==> config.mk <==
export PLATFORM = sky130hd
export DESIGN_NAME = serial_addsub
export DESIGN_NICKNAME = d
export VERILOG_FILES = /design/src/rtl/serial_addsub_pkg.sv /design/src/rtl/serial_addsub_add_digit.sv /design/src/rtl/serial_addsub.sv
export SDC_FILE = /design/constraint.sdc
export NUM_CORES = 1
export LEC_CHECK = 0
export ABC_CLOCK_PERIOD_IN_PS = 2600
export BUFFER_PORTS_ARGS = -buffer_cell sky130_fd_sc_hd__buf_2
export CAP_MARGIN = 20
export CORE_ASPECT_RATIO = 2
export CORE_UTILIZATION = 40
export DETAILED_ROUTE_END_ITERATION = 10
export PLACE_DENSITY = 0.67
export SYNTH_ARGS = -nofsm -noshare
export SYNTH_HDL_FRONTEND = slang
export SYNTH_SLANG_ARGS = --single-unit
==> constraint.sdc <==
create_clock -name clk -period 2.6 [get_ports clk]
set_input_delay 0.13 -clock clk [delete_from_list [all_inputs] [get_ports clk]]
set_output_delay 0.13 -clock clk [all_outputs]
set_load 0.02 [all_outputs]
==> src/rtl/serial_addsub_pkg.sv <==
// Shared types and elaboration helpers for the digit-serial add/subtract unit.
package serial_addsub_pkg;

  typedef enum logic [1:0] {
    StIdle = 2'd0,
    StRun  = 2'd1,
    StDone = 2'd2
  } state_e;

  // Digit counter needs at least one bit even when a single digit covers the word.
  function automatic int unsigned cnt_width(input int unsigned ndig);
    return (ndig > 1) ? $clog2(ndig) : 1;
  endfunction

  function automatic bit digit_fits(input int unsigned width, input int unsigned digit);
    return (width >= 2) && (digit != 0) && ((width % digit) == 0);
  endfunction

endpackage

==> src/rtl/serial_addsub_add_digit.sv <==
// Combinational DIGIT-bit ripple of full-adder slices; also exposes the carry
// into the top slice so the caller can derive signed overflow.
module serial_addsub_add_digit #(
  parameter int unsigned DIGIT = 1
) (
  input  logic [DIGIT-1:0] i_a,
  input  logic [DIGIT-1:0] i_b,
  input  logic             i_cin,
  output logic [DIGIT-1:0] o_sum,
  output logic             o_cout,
  output logic             o_c_msb
);

  logic [DIGIT:0] w_c;

  always_comb begin
    w_c    = '0;
    o_sum  = '0;
    w_c[0] = i_cin;
    for (int i = 0; i < DIGIT; i++) begin
      o_sum[i]  = i_a[i] ^ i_b[i] ^ w_c[i];
      w_c[i+1]  = (i_a[i] & i_b[i]) | (w_c[i] & (i_a[i] ^ i_b[i]));
    end
  end

  assign o_cout  = w_c[DIGIT];
  assign o_c_msb = w_c[DIGIT-1];

endmodule

==> src/rtl/serial_addsub.sv <==
// Digit-serial add/subtract unit: LSD first, carry held in a flop between digits,
// start/busy/done handshake, result held until the next completion.
module serial_addsub
  import serial_addsub_pkg::*;
#(
  parameter int unsigned WIDTH = 8,
  parameter int unsigned DIGIT = 1
) (
  input  logic             clk,
  input  logic             rst,
  input  logic             start,
  input  logic             sub,
  input  logic [WIDTH-1:0] a,
  input  logic [WIDTH-1:0] b,
  input  logic             cin,
  output logic             busy,
  output logic             done,
  output logic [WIDTH-1:0] sum,
  output logic             cout,
  output logic             ovf
);

  localparam int unsigned NDIG = WIDTH / DIGIT;
  localparam int unsigned CW   = cnt_width(NDIG);
  localparam logic [CW-1:0] LAST_CNT = CW'(NDIG - 1);

  if (!digit_fits(WIDTH, DIGIT)) begin : g_bad_param
    $error("serial_addsub: WIDTH must be >= 2 and a multiple of DIGIT");
  end

  state_e           r_state;
  state_e           w_state_d;
  logic [WIDTH-1:0] r_a;
  logic [WIDTH-1:0] r_b;
  logic [WIDTH-1:0] r_sum;
  logic             r_carry;
  logic             r_cout;
  logic             r_ovf;
  logic [CW-1:0]    r_cnt;

  logic [DIGIT-1:0] w_dsum;
  logic             w_dcout;
  logic             w_dcmsb;
  logic [WIDTH-1:0] w_res_next;
  logic             w_accept;
  logic             w_run;
  logic             w_last;

  assign w_run    = (r_state == StRun);
  assign w_accept = start && !w_run;
  assign w_last   = w_run && (r_cnt == LAST_CNT);

  serial_addsub_add_digit #(
    .DIGIT(DIGIT)
  ) u_add_digit (
    .i_a    (r_a[DIGIT-1:0]),
    .i_b    (r_b[DIGIT-1:0]),
    .i_cin  (r_carry),
    .o_sum  (w_dsum),
    .o_cout (w_dcout),
    .o_c_msb(w_dcmsb)
  );

  // Partial result only exists when the word spans more than one digit.
  if (NDIG > 1) begin : g_multi_digit
    logic [WIDTH-1:0] r_res;

    always_ff @(posedge clk or posedge rst) begin
      if (rst) begin
        r_res <= '0;
      end else if (w_run) begin
        r_res <= {w_dsum, r_res[WIDTH-1:DIGIT]};
      end
    end

    assign w_res_next = {w_dsum, r_res[WIDTH-1:DIGIT]};
  end else begin : g_single_digit
    assign w_res_next = w_dsum;
  end

  // State register
  always_ff @(posedge clk or posedge rst) begin
    if (rst) begin
      r_state <= StIdle;
    end else begin
      r_state <= w_state_d;
    end
  end

  // Next-state logic
  always_comb begin
    w_state_d = r_state;
    unique case (r_state)
      StIdle:  if (start) w_state_d = StRun;
      StRun:   if (w_last) w_state_d = StDone;
      StDone:  w_state_d = start ? StRun : StIdle;
      default: w_state_d = StIdle;
    endcase
  end

  // Outputs decoded from state
  always_comb begin
    busy = 1'b0;
    done = 1'b0;
    unique case (r_state)
      StRun:   busy = 1'b1;
      StDone:  done = 1'b1;
      default: ;
    endcase
  end

  // Datapath: B and carry-in are pre-inverted for subtract so RUN is always an add.
  always_ff @(posedge clk or posedge rst) begin
    if (rst) begin
      r_a     <= '0;
      r_b     <= '0;
      r_carry <= 1'b0;
      r_cnt   <= '0;
      r_sum   <= '0;
      r_cout  <= 1'b0;
      r_ovf   <= 1'b0;
    end else if (w_accept) begin
      r_a     <= a;
      r_b     <= sub ? ~b : b;
      r_carry <= sub ? ~cin : cin;
      r_cnt   <= '0;
    end else if (w_run) begin
      r_a     <= r_a >> DIGIT;
      r_b     <= r_b >> DIGIT;
      r_carry <= w_dcout;
      r_cnt   <= r_cnt + CW'(1);
      if (w_last) begin
        r_sum  <= w_res_next;
        r_cout <= w_dcout;
        r_ovf  <= w_dcmsb ^ w_dcout;
      end
    end
  end

  assign sum  = r_sum;
  assign cout = r_cout;
  assign ovf  = r_ovf;

endmodule

==> results by group <==
Critical path
  – Worst path required time: 2.77 ns
  – Most used cell, CP: ha_1
  – CP top delay family: simple AND/OR/NAND/NOR gates
  – Crit Path Max Fanout: 12
  – Kind of critical path: reg -> reg
  – CP arrival: roughly 2 ns
  – Crit-path slowest cell: nand3b_1
  – Crit path capture type: flip-flop
  – Crit-path cells: ha_1 -> ha_1 -> nand3b_1 -> mux2_2
  – Bufs and invs on worst path: 0
  – CP startpoint kind: flip-flop
  – Max incr delay on CP: 0.47 ns

Layout
  – Layout cells sized above 1: 26.70%
  – Diode count: 0
  – FF+latch area: 975.9 sq um
  – Fillers: 421
  – Fin nets: 215
  – Most frequent cells in the layout: nand2_1 (42), dfrtp_1 (39), buf_2 (32)
  – Commonest non-fill, non-tap cell in the layout: nand2_1
  – Area grow syn2layout: 15.86%
  – Multi-input logic area: 718.2 sq um

Yosys
  – Synth Warn #: 0
  – Synth area leaders: dfrtp_1 (55%), mux2i_1 (9.6%), nand2_1 (8.9%), mux2_4 (5.9%), o21ai_0 (4.8%)
  – Mapped Area: 0.001767 sq mm
  – FF+latch count, synth: 39
  – Post-synthesis sequential area ratio: 55.24%
  – Synth top area share: a little under three fifths
  – Synth unique cells: 23
  – Avg Inst Size Synth: between 10 and 15 sq um
  – Post-Syn Nets: 182
  – Synth area leader: dfrtp_1
  – Syn Inst Count: between 150 and 200

Clocking
  – Htree depth: 2
  – TritonCTS clock tree: built
  – Clock latency on the worst-skew pair: approximately 0.29 ns
  – Reg clk slew, reported paths: 0.07 ns
  – Clock Sinks: 39
  – Post-cts resize count: 0
  – CTS Buffer Depth: 2
  – Setup Fix Bufs, Post-CTS: 0
  – Cts bufs inserted: 5
  – Hold_buf cts: 1
  – Clk root buf: clkbuf_8

Routing
  – Final wirelength: 2913 microns
  – Drt first pass iters: 5
  – Per-cell routed wire length: about 12 microns
  – DRC: 0
  – Detailed-route via count: around 1200
  – 1st-iter DRT viols: 20
  – Vias per cell: 4.852
  – Antenna-violating nets left: 0

Worst hold path
  – Hold WC Path Type: in -> reg

STA
  – Fin. Hold Viols: 0
  – Final setup fails: 0
  – Maximum clock rate: 0.5627 GHz
  – Final TNS setup: 0 ns
  – Period utilisation layout: 68.35%
  – RSZ-0062 raised after global routing: no
  – Setup ws final: roughly 0.82 ns
  – Clock skew: 0.005317 ns
  – Slew Limit Fails: 0
  – Slew @ Worst Pin: 0.6431 ns
  – Slew HR: about 57%
  – Final Critical Period: 1.777 ns

Floorplan
  – Die W: 49.00 microns
  – Row count: 33
  – Starting Density: between 40% and 50%
  – Total I/O pin count: 33
  – Core area: between 0.004 and 0.005 sq mm
  – Die footprint: 0.004703 sq mm
  – Die Height: 95.99 microns

Power
  – Leakage: ~1.1 nW
  – Power per cell area: 1081 mW/mm^2
  – VDD IR max: 0.6164 mV

Place
  – Post-Place Setup Slack: slightly above 0.8 ns
  – Port bufs: 32
  – Post-DP HPWL: 2109 microns
  – GPL Wtd Cong: 0.7055

Global routing
  – Total GRT Usage: between 10% and 20%
  – First-pass GRT wire length: 5181 microns
  – Largest net degree at the start of global routing: between 40 and 50
  – Antenna violations before repair: 0
  – Overflow after GRT: 0
  – Vias in the first global route: 1192

Job
  – Max cap viols: 0

Outcome
  – Status: finished, final reports clean
sequential cells by signal, indices dropped and copies added, names as in the netlist:
register,count
sum,8
cout,1
r_state,2
r_b,8
r_carry,1
ovf,1
r_cnt,3
g_multi_digit.r_res,7
r_a,8
cell usage after synthesis, drive strengths merged:
library cell,instances
nand2,42
dfrtp,39
o21ai,19
mux2i,17
mux2,9
buf,8
xor2,8
inv,4
ha,2
xnor2,2
a21oi,1
clkbuf,1
fa,1
nand2b,1
nand3b,1
nor2,1
nor2b,1
o22ai,1
path summary, 6_finish.rpt:
| check | start | to | slack, ns | depth (start not counted) |
|---|---|---|---|---|
| max | r_cnt[0] | sum[6] | 0.82 | 4 |
| min | a[7] | r_a[7] | 0.10 | 3 |
| max reg2reg | r_cnt[0] | sum[6] | 0.82 | 4 |
| min reg2reg | ovf | ovf | 0.47 | 2 |
| max in group asynchronous | rst | r_cnt[1] | 1.77 | 4 |
| min in group asynchronous | rst | r_a[2] | 0.49 | 4 |
power breakdown:
part | internal (mW) | switching [mW] | leakage [nW] | total, mW
clock | 0.208 | 0.195 | 0.0470 | 0.403
combinational | 0.338 | 0.455 | 0.543 | 0.794
sequential | 0.867 | 0.149 | 0.496 | 1.02
total | 1.41 | 0.800 | 1.09 | 2.21
worst min-delay path: stages:
cell	delay, ns
buf_2	0.08
mux2i_1	0.06
nor2_1	0.08
metal layers:
metal | vias to the layer above | GRT usage (%) | part of all wire [%]
li1 | 582 | - | -
met1 | 565 | 15.02 | 42
met2 | 27 | 26.85 | 51
met3 | 5 | 3.318 | 3.7
met4 | 0 | 10.29 | 3.1
met5 | - | 0 | 0
final cells by class:
class | instances | share of cell area, %
sequential | 39 | 47.68
multi-input combinational | 106 | 35.09
timing repair buffer | 35 | 9.046
clock buffer | 6 | 4.034
tap | 52 | 3.178
inverter | 4 | 0.7335
clock inverter | 1 | 0.2445
metrics by stage:
| step | util, % | hold slack [ns] | std cells | instance area [sq um] | total power [mW] |
|---|---|---|---|---|---|
| detailed placement | 46.74 | 0.2822 | 235 | 1949 | 1.849 |
| floorplan | - | 0.2863 | 158 | 1767 | 1.625 |
| global placement | 46.74 | 0.2720 | 235 | 1949 | 1.807 |
| CTS | 49.08 | 0.1017 | 243 | 2047 | 2.255 |
| finish | 49.08 | 0.1010 | 243 | 2047 | 2.214 |
| global route | 49.08 | 0.1232 | 243 | 2047 | 2.400 |
cells by family after synthesis:
kind of cell / after synthesis / synth area share (%)
buffers and inverters: 13 / 4.107
adder cells (fa/ha/maj): 3 / 2.549
flip-flops: 39 / 55.24
AO/OA/AOI/OAI: 21 / 6.020
multiplexers: 26 / 16.86
XOR/XNOR: 10 / 4.958
AND/OR/NAND/NOR: 46 / 10.27
Power figures use the tool's default switching activity.
